File: src/rtl/eth_tx_framer_if.sv
// rtl/eth_tx_framer_if.sv - upstream byte stream in, GMII TX and stats out
interface eth_tx_framer_if;
    logic [7:0]  i_data;
    logic        i_tx_en;
    logic [7:0]  o_data;
    logic        o_tx_en;
    logic        o_ready;
    logic        o_trunc;
    logic [15:0] o_frame_cnt;
    logic [15:0] o_drop_cnt;

    modport master (
        output i_data, i_tx_en,
        input  o_data, o_tx_en, o_ready, o_trunc, o_frame_cnt, o_drop_cnt
    );

    modport slave (
        input  i_data, i_tx_en,
        output o_data, o_tx_en, o_ready, o_trunc, o_frame_cnt, o_drop_cnt
    );
endinterface

File: src/rtl/eth_tx_framer.sv
// rtl/eth_tx_framer.sv - GMII TX framer: preamble/SFD, zero pad, CRC32 FCS, IFG; stats counters under ETH_TX_FRAMER_STATS_EN
module eth_tx_framer #(
    parameter int MIN_LEN = 60,
    parameter int MAX_LEN = 1514,
    parameter int IFG_LEN = 12
) (
    input  logic            clk,
    input  logic            rst,
    eth_tx_framer_if.slave  txif
);
    localparam logic [2:0] S_IDLE = 3'd0;
    localparam logic [2:0] S_PRE  = 3'd1;
    localparam logic [2:0] S_SFD  = 3'd2;
    localparam logic [2:0] S_DATA = 3'd3;
    localparam logic [2:0] S_PAD  = 3'd4;
    localparam logic [2:0] S_FCS  = 3'd5;
    localparam logic [2:0] S_IFG  = 3'd6;

    localparam logic [7:0]  IFG_LAST = 8'(IFG_LEN - 1);
    localparam logic [10:0] MIN_CNT  = 11'(MIN_LEN);
    localparam logic [10:0] MAX_CNT  = 11'(MAX_LEN);

    function automatic logic [31:0] crc_byte(input logic [31:0] c, input logic [7:0] d);
        logic [31:0] r;
        r = c ^ {24'd0, d};
        for (int i = 0; i < 8; i++) begin
            r = r[0] ? ((r >> 1) ^ 32'hEDB88320) : (r >> 1);
        end
        return r;
    endfunction

    logic [2:0]  state, nxt_state;
    logic [7:0]  cnt, nxt_cnt;
    logic [10:0] byte_cnt, nxt_byte_cnt;
    logic [31:0] crc, nxt_crc;
    logic [7:0]  nxt_data;
    logic        nxt_tx_en, nxt_trunc, finish;
    logic        prev_tx_en;
    logic        start;
    logic [7:0]  dl_data [9];
    logic [8:0]  dl_valid;
    logic [31:0] fcs_word;
    logic [7:0]  fcs_sel;

    // prev_tx_en resets high so a frame already in flight at reset release is never picked up mid-way
    assign start         = txif.i_tx_en & ~prev_tx_en;
    assign txif.o_ready  = (state == S_IDLE);
    assign fcs_word      = ~crc;

    // FCS byte for the current position, least significant byte first
    always_comb begin
        fcs_sel = fcs_word[7:0];
        case (cnt[1:0])
            2'd1:    fcs_sel = fcs_word[15:8];
            2'd2:    fcs_sel = fcs_word[23:16];
            2'd3:    fcs_sel = fcs_word[31:24];
            default: fcs_sel = fcs_word[7:0];
        endcase
    end

    // Next-state and next-output decode; outputs are registered so each state drives the byte of the following edge
    always_comb begin
        nxt_state    = state;
        nxt_cnt      = cnt;
        nxt_byte_cnt = byte_cnt;
        nxt_crc      = crc;
        nxt_data     = 8'h00;
        nxt_tx_en    = 1'b0;
        nxt_trunc    = 1'b0;
        finish       = 1'b0;
        case (state)
            S_IDLE: begin
                if (start) begin
                    nxt_state    = S_PRE;
                    nxt_cnt      = 8'd0;
                    nxt_byte_cnt = 11'd0;
                    nxt_crc      = 32'hFFFF_FFFF;
                end
            end
            S_PRE: begin
                nxt_data  = 8'h55;
                nxt_tx_en = 1'b1;
                if (cnt == 8'd6) nxt_state = S_SFD;
                else             nxt_cnt   = cnt + 8'd1;
            end
            S_SFD: begin
                nxt_data  = 8'hD5;
                nxt_tx_en = 1'b1;
                nxt_state = S_DATA;
            end
            S_DATA: begin
                if (dl_valid[8] && byte_cnt == MAX_CNT) begin
                    // Oversize: close the frame now; the input residue drains while we send FCS/IFG
                    nxt_trunc = 1'b1;
                    nxt_data  = fcs_word[7:0];
                    nxt_tx_en = 1'b1;
                    nxt_cnt   = 8'd1;
                    nxt_state = S_FCS;
                end else if (dl_valid[8]) begin
                    nxt_data     = dl_data[8];
                    nxt_tx_en    = 1'b1;
                    nxt_crc      = crc_byte(crc, dl_data[8]);
                    nxt_byte_cnt = byte_cnt + 11'd1;
                end else begin
                    finish = 1'b1;
                end
            end
            S_PAD: finish = 1'b1;
            S_FCS: begin
                nxt_data  = fcs_sel;
                nxt_tx_en = 1'b1;
                if (cnt == 8'd3) begin
                    nxt_state = S_IFG;
                    nxt_cnt   = 8'd0;
                end else begin
                    nxt_cnt = cnt + 8'd1;
                end
            end
            S_IFG: begin
                if (cnt == IFG_LAST) begin
                    nxt_state = S_IDLE;
                    nxt_cnt   = 8'd0;
                end else begin
                    nxt_cnt = cnt + 8'd1;
                end
            end
            default: nxt_state = S_IDLE;
        endcase
        // End of payload: pad up to the minimum, otherwise go straight into the first FCS byte with no gap
        if (finish) begin
            nxt_tx_en = 1'b1;
            if (byte_cnt < MIN_CNT) begin
                nxt_data     = 8'h00;
                nxt_crc      = crc_byte(crc, 8'h00);
                nxt_byte_cnt = byte_cnt + 11'd1;
                nxt_state    = S_PAD;
            end else begin
                nxt_data  = fcs_word[7:0];
                nxt_cnt   = 8'd1;
                nxt_state = S_FCS;
            end
        end
    end

    // State, CRC, output registers and the 9-stage input delay line
    always_ff @(posedge clk or posedge rst) begin
        if (rst) begin
            state         <= S_IDLE;
            cnt           <= 8'd0;
            byte_cnt      <= 11'd0;
            crc           <= 32'hFFFF_FFFF;
            prev_tx_en    <= 1'b1;
            dl_valid      <= 9'd0;
            txif.o_data   <= 8'h00;
            txif.o_tx_en  <= 1'b0;
            txif.o_trunc  <= 1'b0;
            for (int i = 0; i < 9; i++) dl_data[i] <= 8'h00;
        end else begin
            state         <= nxt_state;
            cnt           <= nxt_cnt;
            byte_cnt      <= nxt_byte_cnt;
            crc           <= nxt_crc;
            prev_tx_en    <= txif.i_tx_en;
            dl_valid      <= {dl_valid[7:0], txif.i_tx_en};
            txif.o_data   <= nxt_data;
            txif.o_tx_en  <= nxt_tx_en;
            txif.o_trunc  <= nxt_trunc;
            dl_data[0]    <= txif.i_data;
            for (int i = 1; i < 9; i++) dl_data[i] <= dl_data[i-1];
        end
    end

`ifdef ETH_TX_FRAMER_STATS_EN
    logic [15:0] frame_cnt, drop_cnt;
    logic        frame_done, drop;
    assign frame_done = (state == S_FCS) && (cnt == 8'd3);
    assign drop       = start && (state != S_IDLE);

    // Sent/dropped frame statistics, free-running 16-bit wrap
    always_ff @(posedge clk or posedge rst) begin
        if (rst) begin
            frame_cnt <= 16'd0;
            drop_cnt  <= 16'd0;
        end else begin
            if (frame_done) frame_cnt <= frame_cnt + 16'd1;
            if (drop)       drop_cnt  <= drop_cnt + 16'd1;
        end
    end
    assign txif.o_frame_cnt = frame_cnt;
    assign txif.o_drop_cnt  = drop_cnt;
`else
    assign txif.o_frame_cnt = 16'd0;
    assign txif.o_drop_cnt  = 16'd0;
`endif
endmodule

File: src/flat_wrapper.sv
// flat-port wrapper written by rule: the top's interface ports become plain ports
module eth_tx_framer_flat 
#(
    parameter int MIN_LEN = 60,
    parameter int MAX_LEN = 1514,
    parameter int IFG_LEN = 12
)
  (clk, rst, txif_i_data, txif_i_tx_en, txif_o_data, txif_o_tx_en, txif_o_ready, txif_o_trunc, txif_o_frame_cnt, txif_o_drop_cnt);
  eth_tx_framer_if txif_i ();
  input  logic clk;
  input  logic rst;
  input wire logic [$bits(txif_i.i_data)-1:0] txif_i_data;
  input wire logic [$bits(txif_i.i_tx_en)-1:0] txif_i_tx_en;
  output wire logic [$bits(txif_i.o_data)-1:0] txif_o_data;
  output wire logic [$bits(txif_i.o_tx_en)-1:0] txif_o_tx_en;
  output wire logic [$bits(txif_i.o_ready)-1:0] txif_o_ready;
  output wire logic [$bits(txif_i.o_trunc)-1:0] txif_o_trunc;
  output wire logic [$bits(txif_i.o_frame_cnt)-1:0] txif_o_frame_cnt;
  output wire logic [$bits(txif_i.o_drop_cnt)-1:0] txif_o_drop_cnt;
  assign txif_i.i_data = txif_i_data;
  assign txif_i.i_tx_en = txif_i_tx_en;
  assign txif_o_data = txif_i.o_data;
  assign txif_o_tx_en = txif_i.o_tx_en;
  assign txif_o_ready = txif_i.o_ready;
  assign txif_o_trunc = txif_i.o_trunc;
  assign txif_o_frame_cnt = txif_i.o_frame_cnt;
  assign txif_o_drop_cnt = txif_i.o_drop_cnt;
  eth_tx_framer #(.MIN_LEN(MIN_LEN), .MAX_LEN(MAX_LEN), .IFG_LEN(IFG_LEN)) u_core (.clk(clk), .rst(rst), .txif(txif_i));
endmodule
File: config.mk
export PLATFORM = sky130hd
export DESIGN_NAME = eth_tx_framer_flat
export DESIGN_NICKNAME = d
export VERILOG_FILES = /design/src/rtl/eth_tx_framer_if.sv /design/src/rtl/eth_tx_framer.sv /design/src/flat_wrapper.sv
export SDC_FILE = /design/constraint.sdc
export NUM_CORES = 1
export LEC_CHECK = 0
export BUFFER_PORTS_ARGS = -buffer_cell sky130_fd_sc_hd__buf_2
export CORE_ASPECT_RATIO = 1.2
export CORE_MARGIN = 5
export CORE_UTILIZATION = 58
export CTS_BUF_LIST = sky130_fd_sc_hd__clkbuf_2 sky130_fd_sc_hd__clkbuf_4 sky130_fd_sc_hd__clkbuf_8
export CTS_CLUSTER_SIZE = 14
export DETAILED_ROUTE_END_ITERATION = 10
export PLACE_DENSITY = 0.77
export SKIP_LAST_GASP = 1
export SYNTH_ARGS = -nofsm -noshare
export SYNTH_HDL_FRONTEND = slang
export SYNTH_SLANG_ARGS = --single-unit
File: constraint.sdc
create_clock -name clk -period 9.1 [get_ports clk]
set_input_delay 0.91 -clock clk [delete_from_list [all_inputs] [get_ports clk]]
set_output_delay 0.91 -clock clk [all_outputs]
set_load 0.02 [all_outputs]
After elaboration in Yosys (flattened, before gate mapping)
Cells that the tools add are included.
Widths: inputs -> output; s select.

word-level totals
  bits of input ports = 11
  output and inout bits = 43
  word-level logic and storage cells = 123
  register bits = 146

operators by class
  reductions and logical operators = 4
  multiplexer cells = 59
  magnitude comparators = 1
  equality and inequality tests = 19
  add/subtract/negate cells = 2
  bitwise logic cells = 20

operators by type and width
  kind                   count
  $mux 32                21
  $not 13->14            16
  $mux 8                 11
  $pmux 32 s2            1
  $mux 11                5
  $pmux 8 s5             1
  $not 32->32            1
  $pmux 8 s4             1
  $xor 32x8->32          1
  $pmux 8 s3             1
  $pmux 11 s2            1
  $pmux 3 s7             1
  $mux 3                 6
  $ne 3x1->1 const B     5
  $add 11x1->11 const B  1
  $eq 11x11->1 const B   1
  $lt 11x6->1 const B    1
  $eq 3x3->1 const B     3
  $add 8x1->8 const B    1
  $eq 8x2->1 const B     1
  $eq 8x3->1 const B     1
  $eq 8x4->1 const B     1
  $mux 1                 8
  $eq 3x2->1 const B     2
  other kinds (11)       13

Depth between registers and ports, before layout
  word-level depth = 22
  gate-level depth with buffers = 9
  gate-level depth less buffers = 7

Worst setup path after synthesis
No wires, ideal clock.

  path type = flip-flop to flip-flop
  from = register u_core.state[0]
  to = register u_core.crc[22]
  required time = 9027 ps
  buffers on the path = 2
  arrival time = 2176 ps
  stages on the path, launching flop included = 8
  library setup time = 73 ps
  period minus slack after synthesis = 2250 ps
  path slack = 6850 ps
  cells stage by stage = dfrtp_1 -> buf_2 -> nor3_1 -> nand2_1 -> nand3_1 -> buf_2 -> o22ai_1 -> a21oi_1

on the way
  word-level cells in the longest chain between the ends = 4
  elaborated cells between the ends (all ways) = 7
  classes of those cells = eq/ne (2); mux (4); reduce/logical (1)

RTL lines
  element                 line                  RTL
  start, declared         eth_tx_framer.sv:32   logic [2:0] state, nxt_state;
  start signal, assigned  eth_tx_framer.sv:159  state <= nxt_state;
  $logic_not 3->1 (*)     --
  via txif_o_ready        flat_wrapper.sv:16    output wire logic [$bits(txif_i.o_ready)-1:0] txif_o_ready;
  $pmux 32 s2 (*)         eth_tx_framer.sv:71   case (state)
  $mux 32                 eth_tx_framer.sv:132  if (byte_cnt < MIN_CNT) begin
  $mux 32 (*)             eth_tx_framer.sv:130  if (finish) begin
  via u_core.nxt_crc[22]  eth_tx_framer.sv:35   logic [31:0] crc, nxt_crc;
  end signal, assigned    eth_tx_framer.sv:162  crc <= nxt_crc;
  end, declared           eth_tx_framer.sv:35

The timed path passes the listed nets; every way through them passes the cells marked *.
A chain may end at the register's enable or synchronous reset.

Worst setup path in the final report
  from = register u_core.state[2]
  to = register u_core.byte_cnt[5]

on the way
  word-level cells in the longest chain between the ends = 4
  elaborated cells between the ends (all ways) = 7
  classes of those cells = eq/ne (2); mux (4); reduce/logical (1)

RTL lines
  element                                        line                  RTL
  $eq 3x2->1 or $logic_not 3->1 (tied branches)  eth_tx_framer.sv:71
  $pmux 11 s2                                    eth_tx_framer.sv:71
  $mux 11                                        eth_tx_framer.sv:132
  $mux 11 (*)                                    eth_tx_framer.sv:130
  via u_core.nxt_byte_cnt[5]                     eth_tx_framer.sv:34   logic [10:0] byte_cnt, nxt_byte_cnt;
  end signal, assigned                           eth_tx_framer.sv:161  byte_cnt <= nxt_byte_cnt;
  end, declared                                  eth_tx_framer.sv:34

Marked as above.

==> reports/results.ini <==
[synthesis]
synthArstFlopShare = 1.00
ys.flop_type = dfrtp_1
synthesis.area_sq_mm = 0.00745
yosys_warnings = 0
synth.yosys.seq_area_share = 0.496
synthDominantCellAreaShare = 0.379
yosys-top-cells-count = dfrtp_1 (113), xnor2_1 (78), buf_4 (36), dfstp_2 (33), nand2_1 (33)
yosysTopAreaCell = dfrtp_1
synth_edf_count = 0
syn_area_per_cell_sq_um = 11.5
ys_types = 70
yosysMostFrequentCell = dfrtp_1
synthTopCellsByArea = dfrtp_1 (38%), dfstp_2 (12%), xnor2_1 (9.2%), buf_4 (3.6%), xor2_1 (3.1%)
synth_seq_cells = 146
syn_inst = 650

[timing]
worst_slew_pin_slew_ns = 1.02
hold_viol_final = 0
maxSlewViolCount = 0
finalClockSkew_ns = 0.0120
whs_ns = 0.344
setup_viol = 0
post-route-period-util = 0.335
tns_ns = 0
layout_min_cycle_time_ns = 3.05
rsz0062_at_grt = false
maxSlewHeadroom = 0.318
timing.fmax_ghz = 0.328

[critical_path]
cp_max_fo = 26
endpoint_kind = flop
worstSetupStartpointType = flop
critPathKind = reg -> reg
slowest_delay_ns = 0.95
crit_slowest_cell = o2111a_1
worstPathCellList = nor3b_1 -> o2111a_1 -> nor2_1 -> or3_1 -> a21oi_1
worstPathRequired_ns = 9.48
regToRegSetupSlack_ns = 6.05
cp.arrival_ns = 3.43

[global_route]
grt_pass1_wl_microns = 26800
grt_max_degree = 92
antenna_found_initial = 0
grt_util_all_layers = 0.228
grt_pass1_vias = 4968
grt-ovfl-total = 0

[clock_network]
cts_buffer_depth = 2
cts_tree = yes
post-cts-setup-buffer-count = 0
clk_pin_slew_worst_paths_ns = 0.09
cts_hold_buf = 0
numClockSinks = 146
cts_buffers = 17
cts_resized = 0
clk_latency_ns = 0.45
cts-htree-levels = 4
cts_root_buf = clkbuf_8

[floorplan]
dieArea_sq_mm = 0.0152
coreArea_sq_mm = 0.0126
start_util = 0.591
rows = 45
die_h_microns = 134
die_w_microns = 113
ios = 54

[outcome]
status = finished, final reports clean

[detailed_routing]
vias = 5042
route.detailed.drc = 0
routedWlPerCell_microns = 19.7
wirelength_microns = 16500
vias_per_cell = 6.02
firstDrtPassIters = 5
drt_iter0_drc = 444
final_antenna_net_count = 0

[placed_design]
place_hpwl_microns = 11000
gp_congestion = 0.907
portBuffers = 21

[finish]
drive_gt1_frac = 0.172
n_antenna_cell = 0
syn_to_final_growth_pct = 5.77
nNetsFinal = 677
postLayoutCoreUtil = 0.625

[power]
ir_drop_mv = 0.250
power.density_mw_per_mm2 = 437
power.leakage_nw = 3.29
pwr-share-seq = 0.312
p_sw_mw = 1.48
p_clk_frac = 0.143
comb_power_share = 0.545
switching_share = 0.429
p_int_mw = 1.97
power_mw = 3.44

[worst_hold_path]
worstHoldPathType = reg -> reg

[run]
drv_cap = 0

## path summary, 6_finish.rpt
kind,cells past startpoint,startpoint,to
worst max-delay path,5,u_core.state[2],u_core.byte_cnt[5]
worst min-delay path,0,u_core.dl_data[57],u_core.dl_data[49]
worst max register to register,5,u_core.state[2],u_core.byte_cnt[5]
worst min register to register,0,u_core.dl_data[57],u_core.dl_data[49]
max in group asynchronous,3,rst,u_core.cnt[6]
min in group asynchronous,2,rst,u_core.dl_data[37]
## sequential cells by signal, indices dropped and copies added (netlist names)
register,cells
u_core.byte_cnt,11
u_core.crc,32
u_core.txif.o_trunc,1
u_core.state,3
u_core.dl_valid,9
u_core.dl_data,72
u_core.txif.o_data,8
u_core.prev_tx_en,1
u_core.cnt,8
u_core.txif.o_tx_en,1
## kinds of logic after synthesis
family,share of synthesized area
buffers and inverters,0.0655
AND/OR/NAND/NOR,0.0958
XOR/XNOR,0.190
other,0.000503
adder cells (fa/ha/maj),0.0101
AO/OA/AOI/OAI,0.143
flip-flops,0.496
## stage by stage
step | setup WS, ns | std cells | instance area, sq um
3_3_place_gp | 6.26 | 805 | 7500
4_1_cts | 6.09 | 837 | 7890
3_5_place_dp | 6.16 | 805 | 7500
5_1_grt | 5.86 | 837 | 7890
2_1_floorplan | 4.32 | 681 | 7570
6_report | 6.05 | 837 | 7890
## metal layers
| metal | share of wire | track usage |
|---|---|---|
| met5 | 0 | 0 |
| met4 | 0.030 | 0.106 |
| met1 | 0.42 | 0.310 |
| met2 | 0.48 | 0.351 |
| met3 | 0.067 | 0.0474 |
## cells in the final DEF (no fill, tap or decap), drive strengths merged, types with 6 or more instances in the layout
master | netlist | layout
o31ai | 8 | 8
dfrtp | 113 | 113
xor2 | 26 | 26
dfstp | 33 | 33
xnor3 | 7 | 7
clkbuf | 12 | 20
ha | 6 | 6
a32oi | 7 | 7
a31oi | 6 | 6
and2 | 6 | 6
conb | 1 | 32
nor3 | 7 | 7
nor2 | 27 | 27
o22ai | 19 | 19
a21oi | 28 | 28
xnor2 | 90 | 90
nand2 | 33 | 33
buf | 52 | 24
o21ai | 27 | 27
nand3 | 15 | 15
a221oi | 8 | 8
a22oi | 7 | 7
inv | 20 | 26
## power groups by stage
stage / registers [mW] / clock network (mW) / logic [mW]
floorplan: 0.958 / 0 / 1.61
global placement: 1.07 / 0 / 1.82
detailed placement: 1.08 / 0 / 1.85
CTS: 1.07 / 0.509 / 1.86
global route: 1.10 / 0.536 / 2.02
finish: 1.07 / 0.493 / 1.88
## critical path, delay by kind of cell, from the launching register on
kind | cells | cell delay, ns
AND/OR/NAND/NOR | 3 | 1.13
AO/OA/AOI/OAI | 2 | 1.09
flip-flops | 1 | 0.76
## layout make-up
type	instances	area (sq um)
fill	1023	4730
sequential	146	3690
multi-input combinational	451	3390
clock buffer	20	263
tap	164	205
timing repair buffer	24	128
clock inverter	12	120
inverter	20	80.1
No activity file was read; power rests on OpenSTA's default activity.
